===== config.mk =====
export PLATFORM = sky130hd
export DESIGN_NAME = root_rank_sched
export DESIGN_NICKNAME = d
export VERILOG_FILES = /design/src/rtl/root_rank_sched_pkg.sv /design/src/rtl/root_rank_sched_rank_cmd_gen.sv /design/src/rtl/root_rank_sched.sv
export SDC_FILE = /design/constraint.sdc
export NUM_CORES = 1
export LEC_CHECK = 0
export ABC_AREA = 1
export CAP_MARGIN = 15
export CORE_ASPECT_RATIO = 0.75
export CORE_UTILIZATION = 55
export CTS_CLUSTER_SIZE = 30
export DETAILED_ROUTE_END_ITERATION = 8
export HOLD_SLACK_MARGIN = 0.06
export MAX_ROUTING_LAYER = met4
export PLACE_DENSITY = 0.93
export SLEW_MARGIN = 20
export SYNTH_ARGS = -nofsm -noshare
export SYNTH_HDL_FRONTEND = slang
export SYNTH_SLANG_ARGS = --single-unit

===== constraint.sdc =====
create_clock -name clk -period 4.5 [get_ports clk]
set_clock_uncertainty 0.2 [all_clocks]
set_input_delay 0.45 -clock clk [delete_from_list [all_inputs] [get_ports clk]]
set_output_delay 0.45 -clock clk [all_outputs]
set_load 0.1 [all_outputs]

===== src/rtl/root_rank_sched_pkg.sv =====
// Shared widths, FSM encodings and small helpers for the root rank layer sequencer.
package root_rank_sched_pkg;

  // Default layer-number and rank widths of the rank-state table.
  localparam int LAYER_W_DEF = 3;
  localparam int RANK_W_DEF  = 8;

  localparam logic [1:0] ST_IDLE  = 2'd0;
  localparam logic [1:0] ST_LOAD  = 2'd1;
  localparam logic [1:0] ST_ISSUE = 2'd2;
  localparam logic [1:0] ST_WAIT  = 2'd3;

  // A layer without the UV path, or with a zero rank, collapses to one bypass command.
  function automatic logic is_bypass(input logic uv, input logic rank_zero);
    return !uv || rank_zero;
  endfunction

endpackage


===== src/rtl/root_rank_sched_rank_cmd_gen.sv =====
// Command field generator: holds the layer's rank/UV snapshot and the rank index,
// and produces the command fields, last flag and transfer strobe.
module rank_cmd_gen
  import root_rank_sched_pkg::*;
#(
  parameter int LAYER_W = LAYER_W_DEF,
  parameter int RANK_W  = RANK_W_DEF
) (
  input  logic               clk_i,
  input  logic               rst_ni,
  input  logic               load_i,
  input  logic               issue_i,
  input  logic [RANK_W-1:0]  rank_no_i,
  input  logic               uv_en_i,
  input  logic [LAYER_W-1:0] layer_i,
  input  logic               cmd_ready_i,
  output logic               cmd_valid_o,
  output logic [LAYER_W-1:0] cmd_layer_o,
  output logic [RANK_W-1:0]  cmd_rank_idx_o,
  output logic               cmd_bypass_o,
  output logic               cmd_last_o,
  output logic               xfer_o
);

  logic [RANK_W-1:0] rank_q;
  logic [RANK_W-1:0] idx_q;
  logic [RANK_W-1:0] idx_d;
  logic [RANK_W-1:0] rank_m1;
  logic              uv_q;
  logic              byp;
  logic              last;
  logic              xfer;

  // rank_m1 wraps for rank_q==0, but that case is already forced to bypass.
  assign rank_m1 = rank_q - RANK_W'(1);
  assign byp     = is_bypass(uv_q, rank_q == '0);
  assign last    = byp || (idx_q == rank_m1);
  assign xfer    = issue_i && cmd_ready_i;

  always_comb begin
    idx_d = idx_q;
    if (load_i) begin
      idx_d = '0;
    end else if (xfer && !last) begin
      idx_d = idx_q + RANK_W'(1);
    end
  end

  always_ff @(posedge clk_i or negedge rst_ni) begin
    if (!rst_ni) begin
      rank_q <= '0;
      uv_q   <= 1'b0;
      idx_q  <= '0;
    end else begin
      if (load_i) begin
        rank_q <= rank_no_i;
        uv_q   <= uv_en_i;
      end
      idx_q <= idx_d;
    end
  end

  // Fields only change on a transfer, so they stay put while the consumer stalls.
  assign cmd_valid_o    = issue_i;
  assign cmd_layer_o    = issue_i ? layer_i : '0;
  assign cmd_rank_idx_o = (issue_i && !byp) ? idx_q : '0;
  assign cmd_bypass_o   = issue_i && byp;
  assign cmd_last_o     = issue_i && last;
  assign xfer_o         = xfer;

endmodule


===== src/rtl/root_rank_sched.sv =====
// Per-inference layer sequencer: walks layers 0..last_layer, issues rank or bypass
// commands for each, and waits for the PE array acknowledge before advancing.
module root_rank_sched
  import root_rank_sched_pkg::*;
#(
  parameter int LAYER_W = LAYER_W_DEF,
  parameter int RANK_W  = RANK_W_DEF
) (
  input  logic               clk,
  input  logic               rst_n,
  input  logic               start,
  input  logic [LAYER_W-1:0] last_layer,
  output logic [LAYER_W-1:0] lookup_layer,
  input  logic [RANK_W-1:0]  rank_no,
  input  logic               uv_en,
  output logic               cmd_valid,
  input  logic               cmd_ready,
  output logic [LAYER_W-1:0] cmd_layer,
  output logic [RANK_W-1:0]  cmd_rank_idx,
  output logic               cmd_bypass,
  output logic               cmd_last,
  input  logic               layer_done,
  output logic               busy,
  output logic               done,
  output logic               cfg_err
);

  logic [1:0]         state_q, state_d;
  logic [LAYER_W-1:0] layer_q, layer_d;
  logic [LAYER_W-1:0] last_q, last_d;
  logic               err_q, err_d;
  logic               done_q, done_d;
  logic               xfer;

  rank_cmd_gen #(
    .LAYER_W (LAYER_W),
    .RANK_W  (RANK_W)
  ) u_cmd_gen (
    .clk_i          (clk),
    .rst_ni         (rst_n),
    .load_i         (state_q == ST_LOAD),
    .issue_i        (state_q == ST_ISSUE),
    .rank_no_i      (rank_no),
    .uv_en_i        (uv_en),
    .layer_i        (layer_q),
    .cmd_ready_i    (cmd_ready),
    .cmd_valid_o    (cmd_valid),
    .cmd_layer_o    (cmd_layer),
    .cmd_rank_idx_o (cmd_rank_idx),
    .cmd_bypass_o   (cmd_bypass),
    .cmd_last_o     (cmd_last),
    .xfer_o         (xfer)
  );

  always_comb begin
    state_d = state_q;
    layer_d = layer_q;
    last_d  = last_q;
    err_d   = err_q;
    done_d  = 1'b0;
    case (state_q)
      ST_IDLE: begin
        if (start) begin
          last_d  = last_layer;
          layer_d = '0;
          err_d   = 1'b0;
          state_d = ST_LOAD;
        end
      end
      ST_LOAD: begin
        if (uv_en && (rank_no == '0)) begin
          err_d = 1'b1;
        end
        state_d = ST_ISSUE;
      end
      ST_ISSUE: begin
        if (xfer && cmd_last) begin
          state_d = ST_WAIT;
        end
      end
      ST_WAIT: begin
        // layer_done is only honoured here; earlier pulses are deliberately lost.
        if (layer_done) begin
          if (layer_q == last_q) begin
            done_d  = 1'b1;
            state_d = ST_IDLE;
          end else begin
            layer_d = layer_q + LAYER_W'(1);
            state_d = ST_LOAD;
          end
        end
      end
      default: state_d = ST_IDLE;
    endcase
  end

  always_ff @(posedge clk or negedge rst_n) begin
    if (!rst_n) begin
      state_q <= ST_IDLE;
      layer_q <= '0;
      last_q  <= '0;
      err_q   <= 1'b0;
      done_q  <= 1'b0;
    end else begin
      state_q <= state_d;
      layer_q <= layer_d;
      last_q  <= last_d;
      err_q   <= err_d;
      done_q  <= done_d;
    end
  end

  assign lookup_layer = layer_q;
  assign busy         = (state_q != ST_IDLE);
  assign done         = done_q;
  assign cfg_err      = err_q;

endmodule


* Yosys cells after proc, flatten, opt, wreduce, memory -nomap -nowiden
Index checks and enable logic that the tools add are counted.
** Storage, ports and cells
- Register bits :: 27
- Input port bits :: 17
- Logic and storage cells :: 63
- Output and inout port bits :: 20
** Operators by class
- Reduce and logical (&&, ||, !) cells :: 23
- $add $sub $neg :: 3
- Eq/ne operators :: 10
- Muxes and demuxes :: 19
** Operators with widths (number)
- 2-to-1 mux 8 bit :: 3
- zero test 8 bit :: 2
- 2-to-1 mux 3 bit :: 4
- inequality test 2 bit, second input constant :: 5
- adder 8 x 1 -> 8 bit, second input constant :: 1
- == test 8 bit :: 1
- one-hot mux 2 bit (4 select lines) :: 1
- nonzero test 2 bit :: 4
- subtractor 8 x 1 -> 8 bit, second input constant :: 1
- logical AND 1 bit :: 7
- 2-to-1 mux 1 bit :: 6
- 2-to-1 mux 2 bit :: 3
- one-hot mux 3 bit (2 select lines) :: 1
- AND reduction 3 bit :: 2
- == test 2 bit, second input constant :: 2
- AND reduction 4 bit :: 1
- adder 3 x 1 -> 3 bit, second input constant :: 1
- == test 3 bit :: 1
- zero test 1 bit :: 3
- == test 2 x 1 -> 1 bit, second input constant :: 1
- zero test 2 bit :: 1
- logical OR 1 bit :: 2
- one-hot mux 1 bit (2 select lines) :: 1
- AND reduction 2 bit :: 1

* Depth between registers and ports, before layout
Gate-level depths: netlist of the first run.
- Word-level depth :: 7
- Gate-level depth with buffers :: 16
- Gate-level depth less buffers :: 16

* Modules after synthesis
Synthesis of the first run repeated with hierarchy kept, for this count alone.
** Second synthesis, totals
- Cells, all modules :: 270
- Area, all modules :: 1850.5 sq um
** By module, submodules not included
- rank_cmd_gen :: instances 1, seq. area each 425.4 sq um, area each 1249.9 sq um, cells each 195
- root_rank_sched :: instances 1, seq. area each 250.2 sq um, area each 600.6 sq um, cells each 75

* Worst setup path after synthesis of the first run
OpenSTA, ideal clock, no wires.
- Path kind :: register to output
- Start :: register state_q[0]
- End :: output cmd_last
- Stages on the path, launching flop included :: 6
- Slack :: 0.685 ns
- Arrival time :: 3.165 ns
- Path buffers :: 1
- Required time :: 3.850 ns
- Cells stage by stage :: dfrtp_1 inv_1 ha_1 buf_2 inv_1 a21oi_1
** On the way
- Cells in the longest elaborated chain, start to end :: 2
** RTL lines
- from (decl) :: line root_rank_sched.sv:28 : logic [1:0] state_q, state_d;
- from (signal assigned) :: line root_rank_sched.sv:105 : state_q <= state_d;
- == test 2 bit :: line root_rank_sched.sv:42 : .issue_i (state_q == ST_ISSUE),
- via cmd_valid :: line root_rank_sched.sv:16 : output logic cmd_valid,
- logical AND 1 bit :: line root_rank_sched_rank_cmd_gen.sv:68 : assign cmd_last_o = issue_i && last;
- to (decl) :: line root_rank_sched.sv:21 : output logic cmd_last,
The timed path passes the listed nets, and every way through them passes these cells.

* Worst setup path in the final report of the first run
- Start :: register u_cmd_gen.rank_q[0]
- End :: output cmd_rank_idx[1]
** On the way
- Cells in the longest elaborated chain, start to end :: 5
** RTL lines
- from (decl) :: line root_rank_sched_rank_cmd_gen.sv:25 : logic [RANK_W-1:0] rank_q;
- from (signal assigned) :: line root_rank_sched_rank_cmd_gen.sv:56 : rank_q <= rank_no_i;
- zero test 8 bit :: line root_rank_sched_rank_cmd_gen.sv:36 : assign byp = is_bypass(uv_q, rank_q == '0);
- logical OR 1 bit :: line root_rank_sched_pkg.sv:15 : return !uv || rank_zero;
- zero test 1 bit :: line root_rank_sched_rank_cmd_gen.sv:66 : assign cmd_rank_idx_o = (issue_i && !byp) ? idx_q : '0;
- logical AND 1 bit :: line root_rank_sched_rank_cmd_gen.sv:66
- 2-to-1 mux 8 bit :: line root_rank_sched_rank_cmd_gen.sv:66
- to (decl) :: line root_rank_sched.sv:19 : output logic [RANK_W-1:0] cmd_rank_idx,
No other way between the ends.

==> impl_metrics.json, run 1 <==
{
  "syn_area_mm2": 0.001819,
  "cts_sinks": 27,
  "place_congestion": 0.9839,
  "hold_class": "in -> async",
  "path_delay_family": "buffers and inverters",
  "synth-seq-area-share": 0.3714,
  "drt-initial-drc-count": 164,
  "cap_viol_max_count": 0,
  "post-route-period-util": 0.8188,
  "path_class": "reg -> out",
  "via_per_inst": 5.371,
  "grt_first_pass_wirelength_um": 6900,
  "worst_path_max_delay_cell": "clkdlybuf4s50_1",
  "crit_chain": "inv_2 > ha_1 > nand3_1 > nor2_1 > nor2_2 > nand2_1 > nor2_1 > clkdlybuf4s50_1",
  "synth_cells": 245,
  "outcome": "finished, final reports clean",
  "first_global_vias": 1484,
  "synth_flop_cell": "dfrtp_1",
  "cts-root-buf": "clkbuf_8",
  "worst_slew_pin_slew_ns": 0.9789,
  "synthArstFlopShare": 1.000,
  "start_util": 0.5981,
  "tritoncts": "yes",
  "die_area_mm2": 0.003544,
  "synth_top_area_share": 0.3714,
  "cp.required_ns": 3.85,
  "syn_avg_cell_area_um2": 7.425,
  "rsz0062_at_grt": "no",
  "cpMostUsedCell": "nor2_1",
  "whs_ns": 0.3347,
  "ant_nets": 0,
  "yosysTopAreaCell": "dfrtp_1",
  "max_stage_delay_ns": 1.16,
  "clock.fmax_mhz": 271.4,
  "holdBufCountCts": 0,
  "drv_slew": 0,
  "crit_fanout": 8,
  "nFillCells": 225,
  "grt-ovfl-total": 0,
  "wl_per_cell_um": 13.68,
  "clock_latency_ns": 0.28,
  "h-tree-depth": 1,
  "grt_max_degree": 28,
  "area_delta_synth_final_pct": 23.87,
  "row_count": 17,
  "post_cts_resized": 0,
  "pin_count": 37,
  "ir_drop_mv": 0.6435,
  "final-hold-violation-count": 0,
  "arrival_ns": 3.03,
  "ys_ff_latch": 27,
  "core_area_mm2": 0.003042,
  "setup_tns_ns": 0,
  "numCtsBuffers": 3,
  "post_cts_buffers": 0,
  "nNetsFinal": 306,
  "maxSlewHeadroom": 0.3453,
  "finalSetupViolCount": 0,
  "leakage_nw": 1.061,
  "wirelength_um": 4349,
  "vias": 1708,
  "drc": 0,
  "dp_hpwl_um": 3391,
  "die_w_um": 68.41,
  "endpoint_kind": "output port",
  "grt_usage": 0.2758,
  "synth_cell_types": 29,
  "synth_enable_flop_cells": 0,
  "worstSetupStartpointType": "flop",
  "period_minus_slack_ns": 3.685,
  "yosys_warnings": 0,
  "firstDrtPassIters": 5,
  "die_y_um": 51.81,
  "syn_nets": 270,
  "port_buffers": 36,
  "num_antenna_cells": 0,
  "powerDensity_mw_per_mm2": 643.3,
  "clk_pin_slew_ns": 0.09,
  "antenna_found_initial": 0,
  "clockBufferDepth": 2,
  "synthTopCellsByArea": "dfrtp_1 37%, nand2_1 11%, inv_1 6.4%, nand3_1 5.8%, ha_1 5.5%",
  "layout-drive-gt1-share": 0.1071,
  "cp_num_buf_inv": 2
}
[worst paths after layout]
kind	endpoint	start	slack, ns	depth (start not counted)
max	cmd_rank_idx[1]	u_cmd_gen.rank_q[0]	0.82	8
min	u_cmd_gen.rank_q[1]	rst_n	0.33	2
min reg2reg	last_q[1]	last_q[1]	0.34	1
max reg2reg	cfg_err	state_q[1]	2.30	6
min in group clk	last_q[1]	last_q[1]	0.34	1
max in group asynchronous	u_cmd_gen.idx_q[3]	rst_n	3.51	2
[cell type report]
| cell class | instances | area [um2] | share of cell area |
|---|---|---|---|
| Tap cell | 38 | 47.55 | 0.02110 |
| Timing Repair Buffer | 37 | 367.9 | 0.1632 |
| Inverter | 36 | 135.1 | 0.05997 |
| Sequential cell | 27 | 675.6 | 0.2998 |
| Multi-Input combinational cell | 176 | 982.2 | 0.4359 |
| Clock buffer | 4 | 45.04 | 0.01999 |
[registers in the layout, summed over array words and instances, names as in the netlist]
register,count
lookup_layer,3
u_cmd_gen.rank_q,8
u_cmd_gen.idx_q,8
cfg_err,1
state_q,2
u_cmd_gen.uv_q,1
done,1
last_q,3
[cell families (layout without fill, tap and decap cells)]
group,after synthesis,in the layout,share of synthesized area
buffers and inverters,42,77,0.08872
adders and majority gates,8,8,0.05502
xor gates and xnor gates,14,14,0.06740
muxes,3,3,0.01857
DFF,27,27,0.3714
AOI/OAI and AO/OA,22,22,0.06327
and+or+nand+nor,129,129,0.3356
[synthesized netlist by cell type (all sizes together), types with 4 or more instances]
cell type	count
nand4	8
o21ai	17
ha	8
nand2	62
clkbuf	4
nor2	32
xor2	7
inv	36
dfrtp	27
nand3	21
xnor2	7
[power breakdown]
group / leakage [nW] / switching [W] / internal (W)
registers: 0.349 / 0.0000870 / 0.000320
logic: 0.690 / 0.000632 / 0.000270
clock network: 0.0228 / 0.0000770 / 0.0000636
[metal layers]
| layer | vias to the layer above | routed length (um) | track usage |
|---|---|---|---|
| met4 | 0 | 50 | 0.05903 |
| met1 | 782 | 2007 | 0.3739 |
| met3 | 8 | 367 | 0.08772 |
| met2 | 72 | 1924 | 0.4036 |
| li1 | 846 | - | - |
| met5 | - | 0 | - |
[cells in the final DEF (no fill, tap or decap), types with 4 or more instances in the layout]
| cell type | synthesis | routed |
|---|---|---|
| dfrtp_1 | 27 | 27 |
| nand2_1 | 55 | 55 |
| inv_1 | 31 | 31 |
| clkdlybuf4s50_1 | 0 | 36 |
| o21ai_0 | 13 | 13 |
| nand3_1 | 21 | 21 |
| nand2_2 | 6 | 6 |
| o21ai_1 | 4 | 4 |
| nor2_1 | 25 | 25 |
| inv_2 | 5 | 5 |
| xnor2_1 | 7 | 7 |
| nor2_2 | 6 | 6 |
| ha_1 | 8 | 8 |
| nand4_1 | 7 | 7 |
| xor2_1 | 7 | 7 |
[stage by stage]
step | cell area, um2 | setup WS (ns) | total power, W | cells | utilization
after global placement | 2208 | 1.232 | 0.001268 | 314 | 0.7260
after floorplan | 1819 | 0.6846 | 0.001090 | 245 | -
after global routing | 2253 | 0.6478 | 0.001542 | 318 | 0.7408
after CTS | 2253 | 0.8250 | 0.001442 | 318 | 0.7408
after detailed placement | 2208 | 1.147 | 0.001296 | 314 | 0.7260
final | 2253 | 0.8155 | 0.001450 | 318 | 0.7408
(Power assumes the default switching activity.)
==> run 2: changes to the inputs <==
--- a/config.mk
+++ b/config.mk
@@ -8,12 +8,12 @@
 export ABC_AREA = 1
 export CAP_MARGIN = 15
 export CORE_ASPECT_RATIO = 0.75
-export CORE_UTILIZATION = 55
+export CORE_UTILIZATION = 51
 export CTS_CLUSTER_SIZE = 30
 export DETAILED_ROUTE_END_ITERATION = 8
 export HOLD_SLACK_MARGIN = 0.06
 export MAX_ROUTING_LAYER = met4
-export PLACE_DENSITY = 0.93
+export PLACE_DENSITY = 0.87
 export SLEW_MARGIN = 20
 export SYNTH_ARGS = -nofsm -noshare
 export SYNTH_HDL_FRONTEND = slang
==> constraint.sdc (replaced) <==
create_clock -name clk -period 3.59 [get_ports clk]
set_clock_uncertainty 0.2 [all_clocks]
set_input_delay 0.359 -clock clk [delete_from_list [all_inputs] [get_ports clk]]
set_output_delay 0.359 -clock clk [all_outputs]
set_load 0.1 [all_outputs]
==> run 2 against run 1 <==
Sequential power rose by 24%. Combinational power is 22% higher. Critical path type unchanged. Sequential cell count is the same. Register-to-register slack got worse by 0.86 ns. Final area is 1.3% lower. Global-route usage shrank 3.5 points. Worst hold slack worse by 0.077 ns. Largest power group unchanged. Routed wire length down 5.8%. Count of clock-buffer cells in the layout shrank 1. Cell count increased by 0.63%.
==> impl_metrics.json, run 2 (same netlist as run 1, synthesis figures left out) <==
{
  "outcome": "finished, final reports clean",
  "start_util": 0.5421,
  "rsz0062_at_grt": "no",
  "holdBufCountCts": 0,
  "ant_nets": 0,
  "area_delta_synth_final_pct": 22.21,
  "cts-root-buf": "clkbuf_8",
  "path_class": "reg -> out",
  "layout-drive-gt1-share": 0.1679,
  "post_cts_resized": 0,
  "crit_chain": "inv_2 > ha_1 > nand3_1 > nor2_1 > nor2_2 > nand2_1 > nor2_1 > buf_4",
  "arrival_ns": 2.16,
  "cap_viol_max_count": 0,
  "ir_drop_mv": 0.6454,
  "via_per_inst": 5.250,
  "nFillCells": 271,
  "drc": 0,
  "wl_per_cell_um": 12.81,
  "post-route-period-util": 0.7574,
  "maxSlewHeadroom": 0.3530,
  "wirelength_um": 4098,
  "placed_area_mm2": 0.002177,
  "die_w_um": 70.97,
  "place_congestion": 0.9648,
  "crit_path_end": "cmd_rank_idx[1]",
  "endpoint_kind": "output port",
  "dp_cells": 316,
  "worstSetupStartpoint": "u_cmd_gen.rank_q[0]",
  "vias": 1680,
  "num_antenna_cells": 0,
  "r2r_setup_slack_ns": 1.44,
  "post_cts_buffers": 0,
  "nNetsFinal": 306,
  "worst_path_max_delay_cell": "dfrtp_1",
  "clockBufferDepth": 2,
  "numCtsBuffers": 3,
  "first_global_vias": 1458,
  "worstSetupStartpointType": "flop",
  "finalSetupViolCount": 0,
  "hold_class": "in -> async",
  "clock_latency_ns": 0.27,
  "pin_count": 37,
  "drt-initial-drc-count": 97,
  "whs_ns": 0.2580,
  "powerDensity_mw_per_mm2": 797.4,
  "cpMostUsedCell": "nor2_1",
  "grt_usage": 0.2412,
  "grt-ovfl-total": 0,
  "final_cell_mix": "55 x nand2_1, 31 x inv_1, 27 x dfrtp_1, 25 x nor2_1",
  "port_buffers": 36,
  "fin_cells": 320,
  "core_area_mm2": 0.003356,
  "ff2ff_path_depth": 6,
  "grt_max_degree": 28,
  "cp.required_ns": 3.03,
  "max_stage_delay_ns": 0.39,
  "setup_ws_ns": 0.8711,
  "h-tree-depth": 1,
  "dp_hpwl_um": 3307,
  "tritoncts": "yes",
  "drv_slew": 0,
  "clock.fmax_mhz": 367.8,
  "reg_top3": "u_cmd_gen.idx_q: 8 flops, u_cmd_gen.rank_q: 8 flops",
  "r2r-start": "state_q[1]",
  "antenna_found_initial": 0,
  "die_area_mm2": 0.003813,
  "period_minus_slack_ns": 2.719,
  "row_count": 18,
  "leakage_nw": 1.092,
  "final-hold-violation-count": 0,
  "clk_pin_slew_ns": 0.10,
  "p_total_w": 0.001773,
  "pre_cts_slack_ns": 1.178,
  "worst_slew_pin_slew_ns": 0.9674,
  "firstDrtPassIters": 4,
  "fin_area_mm2": 0.002223,
  "grt_first_pass_wirelength_um": 6789,
  "layout_commonest_cell": "nand2_1",
  "die_y_um": 53.73,
  "cts_sinks": 27,
  "crit_fanout": 8,
  "r2r-end": "cfg_err"
}
==> run 2: changes by cell type in the layout (fill, tap and decap cells not counted), sizes merged <==
cell and delta:
buf +15, clkbuf -1, clkdlybuf4s50 -15, clkinv +1
==> run 2: area by class of cell <==
class                           instances  area (um2)  share of cell area
Multi-Input combinational cell        176       985.9              0.4434
Sequential cell                        27       675.6              0.3039
Timing Repair Buffer                   37       330.3              0.1486
Inverter                               36       135.1             0.06078
Tap cell                               40       50.05             0.02251
Clock buffer                            3       41.29             0.01857
Clock inverter                          1       5.005            0.002251
==> run 2: worst max-delay path: cells and delay by family, from the launching register on <==
kind	cells	cell delay (ns)
simple gates	5	0.90
flops	1	0.39
buf+inv	2	0.38
fa+ha+maj	1	0.21
==> run 2: worst min path at each step <==
stage | from | endpoint | slack (ns) | cells after the start
final | rst_n | u_cmd_gen.rank_q[0] | 0.26 | 2
after global routing | rst_n | u_cmd_gen.rank_q[0] | 0.30 | 2
after CTS | rst_n | u_cmd_gen.rank_q[0] | 0.28 | 2
after detailed placement | cfg_err | cfg_err | 0.32 | 2
after global placement | cfg_err | cfg_err | 0.31 | 2
after floorplan | rst_n | cfg_err | -0.14 | 0
==> run 2: report_power, final <==
group	internal, W	switching, W
clock	0.0000778	0.0000945
combinational	0.000328	0.000769
sequential	0.000401	0.000102
==> run 2: metal layers <==
| metal | vias up | part of all wire | track usage |
|---|---|---|---|
| li1 | 852 | - | - |
| met1 | 786 | 0.48 | 0.3321 |
| met3 | 2 | 0.049 | 0.05431 |
| met2 | 40 | 0.47 | 0.3734 |
| met5 | - | 0 | - |
| met4 | 0 | 0.00098 | 0.04333 |
==> run 2: through the flow <==
step	setup TNS, ns	util
after floorplan	-0.4360	-
after global placement	0	0.6488
after detailed placement	0	0.6488
after CTS	0	0.6626
after global routing	0	0.6626
final	0	0.6626
==> run 3: changes to the inputs <==
--- a/config.mk
+++ b/config.mk
@@ -8,12 +8,12 @@
 export ABC_AREA = 1
 export CAP_MARGIN = 15
 export CORE_ASPECT_RATIO = 0.75
-export CORE_UTILIZATION = 51
+export CORE_UTILIZATION = 46
 export CTS_CLUSTER_SIZE = 30
 export DETAILED_ROUTE_END_ITERATION = 8
 export HOLD_SLACK_MARGIN = 0.06
 export MAX_ROUTING_LAYER = met4
-export PLACE_DENSITY = 0.87
+export PLACE_DENSITY = 0.84
 export SLEW_MARGIN = 20
 export SYNTH_ARGS = -nofsm -noshare
 export SYNTH_HDL_FRONTEND = slang
==> constraint.sdc (replaced) <==
create_clock -name clk -period 2.2 [get_ports clk]
set_clock_uncertainty 0.2 [all_clocks]
set_input_delay 0.22 -clock clk [delete_from_list [all_inputs] [get_ports clk]]
set_output_delay 0.22 -clock clk [all_outputs]
set_load 0.1 [all_outputs]
==> run 3 against run 2 <==
The run now ends with negative setup slack left. Critical path type unchanged. Sequential cell count did not move. Cell count rose by 8.8%. Register-to-register slack got worse by 1.5 ns. Setup slack got worse by 1.1 ns. Power rose by 120%. Core utilization rose by 8.1 points.
==> impl_metrics.json, run 3 (same netlist as run 1, synthesis figures left out) <==
{
  "cp.required_ns": 1.78,
  "grt-ovfl-total": 0,
  "ant_nets": 0,
  "die_y_um": 56.46,
  "path_class": "reg -> out",
  "area_delta_synth_final_pct": 52.54,
  "place_congestion": 0.9477,
  "final_cell_mix": "46 x nand2_1, 26 x inv_1, 22 x dfrtp_1, 22 x buf_4, 17 x nand3_1",
  "dp_hpwl_um": 3489,
  "start_util": 0.4874,
  "hold_class": "in -> async",
  "wl_per_cell_um": 16.36,
  "layout-drive-gt1-share": 0.3716,
  "layout_commonest_cell": "nand2_1",
  "worst_path_max_delay_cell": "dfrtp_2",
  "via_per_inst": 5.520,
  "wirelength_um": 5694,
  "crit_chain": "buf_4 > nor2_1 > nor2_1 > nand2_1 > nand3_2 > nor2_2 > nand2_2 > a21oi_4 > buf_12",
  "row_count": 19,
  "worst_slew_pin_slew_ns": 0.4842,
  "nFillCells": 259,
  "reg_top3": "u_cmd_gen.idx_q: 8 flops, u_cmd_gen.rank_q: 8 flops",
  "h-tree-depth": 1,
  "clk_pin_slew_ns": 0.09,
  "core_area_mm2": 0.003732,
  "clock.fmax_mhz": 404.3,
  "numCtsBuffers": 3,
  "drc": 0,
  "firstDrtPassIters": 7,
  "seqCellArea_um2": 681.9,
  "path_delay_family": "simple AND/OR/NAND/NOR gates",
  "worstSetupStartpointType": "flop",
  "crit_fanout": 4,
  "powerDensity_mw_per_mm2": 1375,
  "port_buffers": 36,
  "multi_input_area_mm2": 0.001216,
  "max_stage_delay_ns": 0.47,
  "drt-initial-drc-count": 278,
  "whs_ns": 0.1063,
  "p_total_w": 0.003816,
  "pin_count": 37,
  "die_w_um": 74.62,
  "cts_sinks": 27,
  "grt_first_pass_wirelength_um": 8135,
  "leakage_nw": 1.254,
  "cts-root-buf": "clkbuf_8",
  "nNetsFinal": 322,
  "vias": 1921,
  "setup_ws_ns": -0.2731,
  "rsz0062_at_grt": "yes",
  "first_global_vias": 1788,
  "violations": "negative setup slack",
  "final-hold-violation-count": 0,
  "endpoint_kind": "output port",
  "drv_slew": 0,
  "clockBufferDepth": 2,
  "pre_cts_slack_ns": 0.04577,
  "period_minus_slack_ns": 2.473,
  "cap_viol_max_count": 0,
  "die_area_mm2": 0.004213,
  "maxSlewHeadroom": 0.6768,
  "antenna_found_initial": 0,
  "grt_max_degree": 28,
  "cp_num_buf_inv": 2,
  "post-route-period-util": 1.124,
  "grt_usage": 0.2660,
  "tritoncts": "yes",
  "num_antenna_cells": 0,
  "finalSetupViolCount": 17,
  "outcome": "complete, but fails checks",
  "arrival_ns": 2.05,
  "setup_tns_ns": -0.9827,
  "clock_latency_ns": 0.28,
  "cpMostUsedCell": "nor2_1",
  "ir_drop_mv": 1.659
}
## run 3: cell types whose count changed in the layout (fill, tap and decap cells not counted), moves of 5 or more
cell	change
buf_12	+15
buf_4	+6
clkdlybuf4s50_1	-5
dfrtp_1	-5
dfrtp_2	+5
inv_1	-5
nand2_1	-9
nand2_2	+6
nor2_1	-13
nor2_4	+15
## run 3: per-stage QoR
| stage | utilization | area, um2 | std cells |
|---|---|---|---|
| floorplan | - | 1952 | 245 |
| global placement | 0.6711 | 2505 | 330 |
| detailed placement | 0.6711 | 2505 | 330 |
| CTS | 0.7000 | 2613 | 340 |
| global route | 0.7435 | 2775 | 348 |
| finish | 0.7435 | 2775 | 348 |
## run 3: worst paths after layout
path	startpoint	end	slack [ns]	cells after the start
setup reg to reg	u_cmd_gen.rank_q[3]	u_cmd_gen.idx_q[7]	-0.06	12
hold reg to reg	cfg_err	cfg_err	0.33	2
hold / removal	rst_n	u_cmd_gen.rank_q[6]	0.11	2
max in group asynchronous	rst_n	state_q[0]	1.41	2
min in group clk	layer_done	done	0.30	3
setup / recovery	u_cmd_gen.rank_q[3]	cmd_last	-0.27	9
## run 3: worst reg2reg max path: cells and delay by family (launching register included)
family / cells / cell delay [ns]
buffers and inverters: 2 / 0.33
DFF: 1 / 0.47
and+or+nand+nor: 10 / 1.18
## run 3: timing repair
item                       in CTS  in global routing
resized for setup               7                 31
setup endpoints to repair       9                 18
pin swaps                       7                 16
buffers inserted                6                  8
hold buffers                    0                  0
## run 3: per-layer routing
metal / share of wire / GRT usage / up-vias
li1: - / - / 880
met1: 0.38 / 0.3181 / 883
met2: 0.49 / 0.4350 / 116
met3: 0.074 / 0.05566 / 42
met4: 0.057 / 0.1051 / 0
met5: 0 / - / -
## run 3: cell type report
cell class	count	area share
multi-input cells	176	0.4382
flip-flops and latches	27	0.2457
repair buffers	53	0.2254
inverters	36	0.05095
well taps	52	0.02344
clock buffers	4	0.01623
## run 3: power breakdown
part	internal [W]	total (W)	switching [W]
Clock	0.000130	0.000292	0.000162
Combinational	0.000970	0.00266	0.00169
Sequential	0.000664	0.000868	0.000204
